===== config.mk =====
export PLATFORM = sky130hd
export DESIGN_NAME = lane_serializer
export DESIGN_NICKNAME = d
export VERILOG_FILES = /design/src/rtl/lane_ser_pkg.sv /design/src/rtl/lane_serializer_triplet_fifo.sv /design/src/rtl/lane_serializer.sv
export SDC_FILE = /design/constraint.sdc
export NUM_CORES = 1
export LEC_CHECK = 0
export ABC_AREA = 1
export CORE_MARGIN = 8
export CORE_UTILIZATION = 56
export CTS_CLUSTER_DIAMETER = 30
export DETAILED_ROUTE_END_ITERATION = 16
export PLACE_DENSITY = 0.88
export SLEW_MARGIN = 10
export SYNTH_ARGS = -nofsm -noshare
export SYNTH_HDL_FRONTEND = slang
export SYNTH_SLANG_ARGS = --single-unit

===== constraint.sdc =====
create_clock -name i_clk -period 2.95 [get_ports i_clk]
set_input_delay 0.885 -clock i_clk [delete_from_list [all_inputs] [get_ports i_clk]]
set_output_delay 0.885 -clock i_clk [all_outputs]
set_load 0.02 [all_outputs]

===== src/rtl/lane_ser_pkg.sv =====
// Shared types for the lane serializer: lane indices, serializer states and
// the default-width triplet carried from the three-lane array stage.
package lane_ser_pkg;

    localparam int DEFAULT_WIDTH = 8;

    typedef enum logic [1:0] {
        LANE_A = 2'd0,
        LANE_B = 2'd1,
        LANE_C = 2'd2
    } lane_idx_t;

    typedef enum logic [1:0] {
        S_IDLE,
        S_A,
        S_B,
        S_C
    } ser_state_t;

    typedef struct packed {
        logic [DEFAULT_WIDTH-1:0] a;
        logic [DEFAULT_WIDTH-1:0] b;
        logic [DEFAULT_WIDTH-1:0] c;
    } triplet_t;

endpackage


===== src/rtl/lane_serializer_triplet_fifo.sv =====
// Synchronous FIFO of triplets with wrap-bit pointers; only the pointers reset,
// the storage array does not.
module triplet_fifo
    import lane_ser_pkg::*;
#(
    parameter int  DEPTH   = 4,
    parameter type entry_t = triplet_t
) (
    input  logic                   i_clk,
    input  logic                   i_rst,
    input  logic                   push,
    input  entry_t                 push_data,
    input  logic                   pop,
    output entry_t                 head,
    output logic                   full,
    output logic                   empty,
    output logic [$clog2(DEPTH):0] count
);

    localparam int AW = $clog2(DEPTH);

    logic [AW:0] wr_ptr;
    logic [AW:0] rd_ptr;
    entry_t      mem [DEPTH];
    logic        do_push;
    logic        do_pop;

    // Full is tested before any same-cycle pop, so a full FIFO never accepts a write.
    assign full    = (wr_ptr[AW] != rd_ptr[AW]) && (wr_ptr[AW-1:0] == rd_ptr[AW-1:0]);
    assign empty   = (wr_ptr == rd_ptr);
    assign count   = wr_ptr - rd_ptr;
    assign do_push = push && !full;
    assign do_pop  = pop && !empty;
    assign head    = mem[rd_ptr[AW-1:0]];

    always_ff @(posedge i_clk) begin
        if (i_rst) begin
            wr_ptr <= '0;
            rd_ptr <= '0;
        end else begin
            if (do_push) wr_ptr <= wr_ptr + (AW+1)'(1);
            if (do_pop)  rd_ptr <= rd_ptr + (AW+1)'(1);
        end
    end

    always_ff @(posedge i_clk) begin
        if (do_push) mem[wr_ptr[AW-1:0]] <= push_data;
    end

endmodule


===== src/rtl/lane_serializer.sv =====
// Buffers a/b/c lane triplets and replays each one as three beats on a single
// valid/ready stream for a one-lane sink.
module lane_serializer
    import lane_ser_pkg::*;
#(
    parameter int WIDTH = 8,
    parameter int DEPTH = 4
) (
    input  logic                   i_clk,
    input  logic                   i_rst,
    input  logic                   i_valid,
    output logic                   o_ready,
    input  logic [WIDTH-1:0]       i_a,
    input  logic [WIDTH-1:0]       i_b,
    input  logic [WIDTH-1:0]       i_c,
    output logic                   o_valid,
    input  logic                   i_ready,
    output logic [WIDTH-1:0]       o_data,
    output logic [1:0]             o_lane,
    output logic                   o_last,
    output logic [$clog2(DEPTH):0] o_count
);

    localparam int CW = $clog2(DEPTH) + 1;

    typedef struct packed {
        logic [WIDTH-1:0] a;
        logic [WIDTH-1:0] b;
        logic [WIDTH-1:0] c;
    } lane_triplet_t;

    ser_state_t    state;
    ser_state_t    next_state;
    lane_triplet_t head;
    lane_triplet_t push_data;
    logic          full;
    logic          empty;
    logic [CW-1:0] count;
    logic          push_fire;
    logic          pop;

    assign push_data = '{a: i_a, b: i_b, c: i_c};
    assign push_fire = i_valid && !full;
    assign pop       = (state == S_C) && i_ready;
    assign o_ready   = !full;
    assign o_count   = count;

    triplet_fifo #(
        .DEPTH   (DEPTH),
        .entry_t (lane_triplet_t)
    ) u_fifo (
        .i_clk     (i_clk),
        .i_rst     (i_rst),
        .push      (i_valid),
        .push_data (push_data),
        .pop       (pop),
        .head      (head),
        .full      (full),
        .empty     (empty),
        .count     (count)
    );

    always_ff @(posedge i_clk) begin
        if (i_rst) state <= S_IDLE;
        else       state <= next_state;
    end

    // A same-cycle push into a one-entry FIFO still counts as a remaining entry, so no bubble.
    always_comb begin
        next_state = state;
        unique case (state)
            S_IDLE:  if (!empty)  next_state = S_A;
            S_A:     if (i_ready) next_state = S_B;
            S_B:     if (i_ready) next_state = S_C;
            S_C:     if (i_ready) next_state = ((count != CW'(1)) || push_fire) ? S_A : S_IDLE;
            default: next_state = S_IDLE;
        endcase
    end

    always_comb begin
        o_valid = 1'b0;
        o_data  = '0;
        o_lane  = LANE_A;
        o_last  = 1'b0;
        unique case (state)
            S_A: begin
                o_valid = 1'b1;
                o_data  = head.a;
                o_lane  = LANE_A;
            end
            S_B: begin
                o_valid = 1'b1;
                o_data  = head.b;
                o_lane  = LANE_B;
            end
            S_C: begin
                o_valid = 1'b1;
                o_data  = head.c;
                o_lane  = LANE_C;
                o_last  = 1'b1;
            end
            default: ;
        endcase
    end

endmodule


After elaboration in Yosys (flattened, before gate mapping)
Memories as Yosys holds them, arrays and structs flattened. A register that Yosys moved wholly into a read port is not among the register bits.
Cells that the tools add are included.
{ "op_classes": {"bitwise": 0, "add_sub_neg": 3, "div": 0, "n_mul": 0, "eq_ne": 11, "n_mux": 14, "n_reduce_logical": 10, "n_lt_le_gt_ge": 0, "shift": 0} }
{ "ops": {"columns": ["op", "count"], "rows": [
  ["8-bit case mux with 3 select lines", 1],
  ["2-bit 2-to-1 mux", 6],
  ["2-bit != test, second input constant", 4],
  ["2-bit case mux with 4 select lines", 1],
  ["3-bit by 1-bit adder with 3-bit output, second input constant", 2],
  ["1-bit 2-to-1 mux", 5],
  ["2-bit equality test, second input constant", 2],
  ["1-bit logical AND", 4],
  ["2-bit case mux with 2 select lines", 1],
  ["4-bit AND reduction", 1],
  ["3-bit equality test", 1],
  ["3-bit by 1-bit != test with 1-bit output, second input constant", 1],
  ["3-bit OR reduction", 1],
  ["3-bit subtractor", 1],
  ["2-bit by 1-bit equality test with 1-bit output, second input constant", 1],
  ["2-bit equality test", 1],
  ["1-bit logical NOT", 2],
  ["2-bit logical NOT", 1],
  ["1-bit logical OR", 1],
  ["1-bit != test", 1]
]} }
{ "word_totals": {"out_inout_bits": 16, "reg_bits": 8, "romBits": 0, "ramBits": 96, "inputBits": 28, "mem_count": 1, "latchBits": 0} }
{ "memory_table": {"columns": ["memory", "depth", "word_bits", "read_ports", "rd_clocked_by_memory_dff", "wr", "line_no", "rtl"], "rows": [
  ["u_fifo.mem", 4, 24, 1, 1, 1, "lane_serializer_triplet_fifo.sv:24", "entry_t mem [DEPTH];"]
]} }

Depth between registers and ports, before layout
{ "depth": {"ltp_word": 8, "ltp_mapped": 11} }

Hierarchy
Synthesis repeated with hierarchy kept, for this count alone.
{ "hier_totals": {"hier_cells": 398, "hier_area_um2": 4581.9} }
{ "by_module_without_submodules": {"columns": ["module", "instances", "cells_each", "area_each_um2"], "rows": [
  ["triplet_fifo", 1, 307, 4087.7],
  ["lane_serializer", 1, 91, 494.2]
]} }

Worst setup path after synthesis
OpenSTA, ideal clock, no wires.
{ "synth_timing": {"path_type": "flip-flop to flip-flop", "startpoint": "register u_fifo.wr_ptr[0]", "endpoint": "memory u_fifo.mem[3][0] (netlist bit) (enable)", "arrival_ns": 2.207, "path_buffers": 0, "period_less_slack_ns": 2.614, "t_required_ns": 2.544, "path_slack_ns": 0.336, "path_stages_with_launch": 8, "cell_sequence": "dfxtp_1 inv_1 ha_1 nand2_1 inv_1 nand2_2 nand2_2 nor2_1"} }
{ "synth_via": {"elab_chain_len": 6} }
{ "synth_lines": {"columns": ["item", "line_no", "rtl"], "rows": [
  ["start, declared", "lane_serializer_triplet_fifo.sv:22", "logic [AW:0] wr_ptr;"],
  ["start signal, assigned", "lane_serializer_triplet_fifo.sv:41", "if (do_push) wr_ptr <= wr_ptr + (AW+1)'(1);"],
  ["2-bit equality test", "lane_serializer_triplet_fifo.sv:29", "assign full = (wr_ptr[AW] != rd_ptr[AW]) && (wr_ptr[AW-1:0] == rd_ptr[AW-1:0]);"],
  ["1-bit logical AND", "lane_serializer_triplet_fifo.sv:29", null],
  ["1-bit logical NOT", null, null],
  ["net o_ready", "lane_serializer.sv:12", "output logic o_ready,"],
  ["1-bit logical AND", "lane_serializer_triplet_fifo.sv:32", "assign do_push = push && !full;"],
  ["1-bit 2-to-1 mux", "lane_serializer_triplet_fifo.sv:47", "if (do_push) mem[wr_ptr[AW-1:0]] <= push_data;"],
  ["1-bit 2-to-1 mux (not written as such)", "lane_serializer_triplet_fifo.sv:47", null],
  ["end, declared", "lane_serializer_triplet_fifo.sv:24", null]
]} }
The timed path passes the listed nets, and every way through them passes these cells.

==> qor.txt <==
================================================================================
Run status ........................................................ finished, final reports clean
CP dominant cell by count ......................................... sky130_fd_sc_hd__nand2_1
Fraction of power consumed by the clock network ...................        26.0%
All-layer global routing usage ....................................        17.4%
Synth top area cells .............................................. sky130_fd_sc_hd__edfxtp_1 (65%), sky130_fd_sc_hd__nor2_1 (5.0%), sky130_fd_sc_hd__o21ai_0 (4.7%)
H-tree depth reported by CTS ......................................            3
Pin slew with the least headroom to its limit .....................     0.414 ns
Total die area .................................................... 0.0111 sq mm
DRC violation total after the first TritonRoute iteration .........          286
Count of distinct cell types in the synthesized netlist ...........           30
Buf+Inv Stages, Crit Path .........................................            3
Root Buffer ....................................................... sky130_fd_sc_hd__clkbuf_8
Sort of element at the start of the critical path .................     register
Cell accounting for the most synthesized area ..................... sky130_fd_sc_hd__edfxtp_1
Via density per instance ..........................................         5.71
Quantity of hold-fixing buffers added after cts ...................            0
Die outline height ................................................       105 um
Antenna fix cells .................................................            0
Crit-path cells ................................................... buf_4 > o21ai_0 > o22ai_2 > nand2_1 > nand3_1 > nand2_1 > inv_1 > dlygate4sd2_1
Cell area after synthesis ......................................... 0.00446 sq mm
Largest stage delay, worst path ...................................      0.38 ns
Total core area ................................................... 0.00773 sq mm
Number of antenna violations at the first check in global routing .            0
Half-perimeter wire length of the detailed placement result .......      6320 um
Post-Layout Cell Count ............................................          531
Post-layout minimum cycle time ....................................      2.85 ns
Clock tree from TritonCTS .........................................        built
Aggregate routed wire length ......................................      9660 um
Number of cells after detailed placement ..........................          515
Worst-path cell with the longest stage delay ...................... sky130_fd_sc_hd__dfxtp_1
Number of pins with negative max-slew slack in the final report ...            0
Net Sw Frac .......................................................        29.6%
Initial Util ......................................................        57.7%
Rel. slew slack ...................................................        72.3%
Summed negative setup slack over all endpoints ....................         0 ns
Maxcap violations .................................................            0
Worst clock skew ..................................................    0.0118 ns
Peak ir drop on the vdd network ...................................     0.319 mV
Final Hold Fails ..................................................            0
Count of synthesis-stage warnings from yosys ......................            0
Instance count of the mapped netlist ..............................          376
Ratio of total power to cell area .................................  617 mW/mm^2
Final nets ........................................................          465
Leak pwr ..........................................................      1.98 nW
Path category of the worst min-delay check ........................ register to register
Fraction of power consumed by combinational cells .................        19.9%
Hold Slack ........................................................     0.543 ns
Sequential element share of the synthesized area ..................        69.1%
Overflow left after global routing ................................            0
Via Count .........................................................        3,032
Average cell area after synthesis .................................   11.9 sq um
Critical Path AT ..................................................      1.96 ns
R2R Setup Slk .....................................................      0.95 ns
Endpoint kind of the worst setup timing path ......................   output pin
Class of the most critical setup path ............................. register to output pin
Setup repair after global routing missed its margin ...............           no
Antenna-violating nets left .......................................            0
Post-route core utilization .......................................        67.9%
Post-synth net total ..............................................          417
Required time at the endpoint of the critical path ................      2.07 ns
Period utilization ................................................        96.5%
Total net switching power .........................................     0.958 mW
Routability Congestion ............................................        0.826
IO buf count ......................................................           43
Largest net degree at the start of global routing .................           33
Pre-antenna DRT Iters .............................................            5
Die Wd ............................................................       105 um
# IOs .............................................................           44
Average routed wire per standard cell .............................      18.2 um
Number of global-route vias before repair .........................        2,986
Largest fanout on the critical path ...............................           13
Wire length of the first global-routing pass ......................    14,900 um
Max Root-Sink Buffers .............................................            2
Area share of the largest cell type after synthesis ...............        64.6%
Fraction of layout instances using a drive strength above 1 .......        12.1%
DRC errors left ...................................................            0
Setup violation total in the final timing report ..................            0
Clock transition at path regs .....................................      0.10 ns
Delay-heaviest family, CP ......................................... buffers and inverters
Clock buffer count from CTS .......................................            9
Count of state elements after synthesis ...........................          106
Std cell rows .....................................................           32
Sequential share of power .........................................        54.1%
Area growth, synth to finish ......................................        17.6%
Skew-Pair Late Insertion Delay ....................................      0.37 ns
Highest clock frequency the design can meet .......................    0.351 GHz
Clk sinks .........................................................          106
Design internal power .............................................      2.28 mW
================================================================================
## kinds of logic after synthesis
group                      share of synthesized area (%)
adders and majority gates                           3.81
and+or+nand+nor                                     11.1
DFF                                                 69.1
xor gates and xnor gates                           0.196
AOI/OAI and AO/OA                                   10.4
buffers and inverters                               5.39
## worst register-to-register path: stages (launching register included)
cell                      delay, ns
sky130_fd_sc_hd__dfxtp_2       0.36
sky130_fd_sc_hd__inv_1         0.10
sky130_fd_sc_hd__ha_1          0.32
sky130_fd_sc_hd__nand2_1       0.10
sky130_fd_sc_hd__inv_1         0.05
sky130_fd_sc_hd__nand2_2       0.07
sky130_fd_sc_hd__nand2_2       0.15
sky130_fd_sc_hd__nor2_2        0.12
sky130_fd_sc_hd__buf_4         0.37
## cell usage after synthesis (all sizes together)
| cell type | instances |
|---|---|
| edfxtp | 96 |
| nor2 | 60 |
| o21ai | 51 |
| nand2 | 49 |
| inv | 31 |
| o22ai | 24 |
| buf | 17 |
| ha | 12 |
| nand3 | 11 |
| dfxtp | 10 |
| a211oi | 3 |
| a21oi | 3 |
| clkbuf | 2 |
| clkinv | 1 |
| fa | 1 |
| nor3 | 1 |
| nor3b | 1 |
| o21bai | 1 |
| o31ai | 1 |
| xor2 | 1 |
## through the flow
| stage | area [sq um] | setup WS (ns) | total power [mW] |
|---|---|---|---|
| floorplan | 4460 | 0.336 | 2.16 |
| global placement | 5040 | 0.173 | 2.41 |
| detailed placement | 5040 | 0.110 | 2.43 |
| CTS | 5250 | 0.000847 | 3.23 |
| global route | 5240 | 0.00530 | 3.36 |
| finish | 5240 | 0.103 | 3.23 |
## flip-flops by register name, summed over array words and instances (netlist names), named ones only
name,flops
state,2
u_fifo.mem,96
u_fifo.rd_ptr,3
u_fifo.wr_ptr,3
## cell type report
| cell class | count | area, sq um |
|---|---|---|
| tap | 102 | 128 |
| sequential | 106 | 3090 |
| inverter | 32 | 124 |
| timing repair buffer | 56 | 563 |
| fill | 532 | 2480 |
| multi-input combinational | 219 | 1160 |
| clock buffer | 9 | 124 |
| clock inverter | 7 | 58.8 |
## final timing paths
path,end,cells after the start,startpoint
min,u_fifo.wr_ptr[2]$_SDFFE_PP0P_,1,u_fifo.wr_ptr[2]$_SDFFE_PP0P_
min reg2reg,u_fifo.wr_ptr[2]$_SDFFE_PP0P_,1,u_fifo.wr_ptr[2]$_SDFFE_PP0P_
max,o_data[3],8,register
max reg2reg,u_fifo.mem[0][9]$_DFFE_PP_,8,u_fifo.wr_ptr[0]$_SDFFE_PP0P_
## timing repair
item | 4_1_cts | 5_1_grt
pin swaps | 0 | 1
buffers inserted | 0 | 0
endpoints found under the setup margin | 10 | 10
resized for setup | 19 | 10
## metal layers
layer	global-route usage (%)	share of wire, %
met5	0	0
met4	8.05	2.1
met3	4.69	7.8
met2	29.8	50
met1	20.0	40
## cells in the final DEF (no fill, tap or decap), drive strengths merged
master	count
dlygate4sd2	7
nand3	11
nor2	60
inv	36
o21ai	51
clkinvlp	2
xor2	1
buf	13
fa	1
nor3b	1
dlymetal6s2s	2
clkdlybuf4s50	31
a211oi	3
ha	12
clkinv	1
o22ai	24
o31ai	1
edfxtp	96
clkbuf	12
a21oi	3
nor3	1
dfxtp	10
nand2	49
o21bai	1
## power groups by stage
stage	Combinational (mW)	Sequential, mW	Clock, mW
final	0.642	1.75	0.841
after global routing	0.703	1.76	0.902
after CTS	0.638	1.75	0.847
after detailed placement	0.652	1.78	0
after global placement	0.632	1.78	0
after floorplan	0.383	1.78	0
No activity file was read; power rests on OpenSTA's default activity.
==> RTL change: new RTL, same flow settings <==
`WIDTH`: 8 -> 10.
--- a/src/rtl/lane_serializer.sv
+++ b/src/rtl/lane_serializer.sv
@@ -4,5 +4,5 @@
     import lane_ser_pkg::*;
 #(
-    parameter int WIDTH = 8,
+    parameter int WIDTH = 10,
     parameter int DEPTH = 4
 ) (
Ports: changed (resized i_a, i_b, i_c and o_data); port bits go from 44 to 52. The function was not compared with the original's and may differ.
==> RTL change against the unedited design <==
  * The run now ends with negative setup slack left
  * Worst setup slack worse by 110 ps
  * Via count is 36% higher
  * Worst hold slack worse by 38 ps
  * Design area grew 37%
  * Area after synthesis increased by 24%
  * Combinational power up 35%
  * Routed wire length grew 54%
  * Total power up 69%
  * Sequential cell count up 24
  * Critical endpoint unchanged
  * Critical path depth up 1
==> RTL change: results (changes against the unedited design) <==
- Dpl hpwl: 7660 um (was 6320 um)
- Synth Area in Compound Gates: 9.72% (was 10.4%)
- Pleak: 0.00271 uW (was 0.00198 uW)
- Crit Reg-Reg Startpoint: u_fifo.rd_ptr[1]$_SDFFE_PP0P_ (was u_fifo.wr_ptr[0]$_SDFFE_PP0P_)
- Endpoints failing setup: 1 (was 0)
- Outcome: finished, violations left (was completed)
- Maximum fanout along the worst path: 11 (was 13)
- Worst-Skew Late Latency: 530 ps (was 370 ps)
- Mapped Nets: 522 (was 417)
- TritonRoute pass-1 iters: 6 (was 5)
- Adder-cell share of the synthesized area: 3.07% (was 3.81%)
- Routed vias/inst: 5.91 (was 5.71)
- Reg clk slew, reported paths: 60 ps (was 100 ps)
- Initial DRC Count: 551 (was 286)
- Final WS setup: -5.48 ps (was 103 ps)
- Placed Instances: 649 (was 515)
- Syn Area/Cell: 11.7 um^2 (was 11.9 um^2)
- Top post-synthesis cells by count: edfxtp_1 (120), nor2_1 (94), o21ai_1 (62), nand2_1 (53), o21ai_0 (35) (was edfxtp_1 (96), nor2_1 (59), nand2_1 (46), o21ai_0 (42), inv_1 (29))
- WL/cell: 21.3 um (was 18.2 um)
- Total track usage: 21.9% (was 17.4%)
- Nets@finish: 598 (was 465)
- Crit-path slowest cell: dfxtp_4 (was dfxtp_1)
- Number of global-route vias before repair: 4080 (was 2986)
- Layout Skew: 14.3 ps (was 11.8 ps)
- Max FFs per register: 120 (was 96)
- XOR/XNOR Fraction of Synth Area: 0% (was 0.196%)
- Violated checks: negative setup slack
-- RTL change: per-layer routing --
| metal | part of all wire [%] | up-vias | routed length (um) | GRT usage, % |
|---|---|---|---|---|
| li1 | - | 1803 | - | - |
| met1 | 35 | 1950 | 5180 | 25.7 |
| met2 | 51 | 330 | 7570 | 36.5 |
| met3 | 11 | 39 | 1640 | 5.84 |
| met4 | 2.9 | 0 | 437 | 10.7 |
| met5 | 0 | - | 0 | 0 |
-- RTL change: cell type report --
class / count / area (um^2) / share of cell area, %
clock inverters: 13 / 256 / 3.58
multi-input cells: 289 / 1450 / 20.2
flip-flops and latches: 130 / 3810 / 53.2
clock buffers: 19 / 432 / 6.02
well taps: 133 / 166 / 2.32
repair buffers: 82 / 932 / 13.0
inverters: 31 / 121 / 1.69
-- RTL change: through the flow --
stage | cell area [um^2] | setup slack, ps | hold slack (ps) | TNS (ps) | util (%)
global route | 7170 | -65.0 | 524 | -175 | 74.1
CTS | 7000 | -24.5 | 498 | -24.5 | 72.2
global placement | 6230 | 207 | 476 | 0 | 64.3
floorplan | 5530 | 156 | 458 | 0 | -
finish | 7170 | -5.48 | 505 | -5.48 | 74.1
detailed placement | 6230 | 139 | 493 | 0 | 64.3
-- RTL change: power by group through the flow --
stage | clock (uW) | sequential, uW | combinational (uW)
6_report | 2430 | 2160 | 866
5_1_grt | 2520 | 2170 | 929
2_1_floorplan | 0 | 2180 | 475
3_3_place_gp | 0 | 2180 | 781
3_5_place_dp | 0 | 2190 | 809
4_1_cts | 2430 | 2150 | 814
-- RTL change: what timing repair did --
action	CTS	global route
gates cloned	2	3
setup buffers	2	9
endpoints found under the setup margin	14	14
gates resized for setup	46	38
pin swaps	1	7
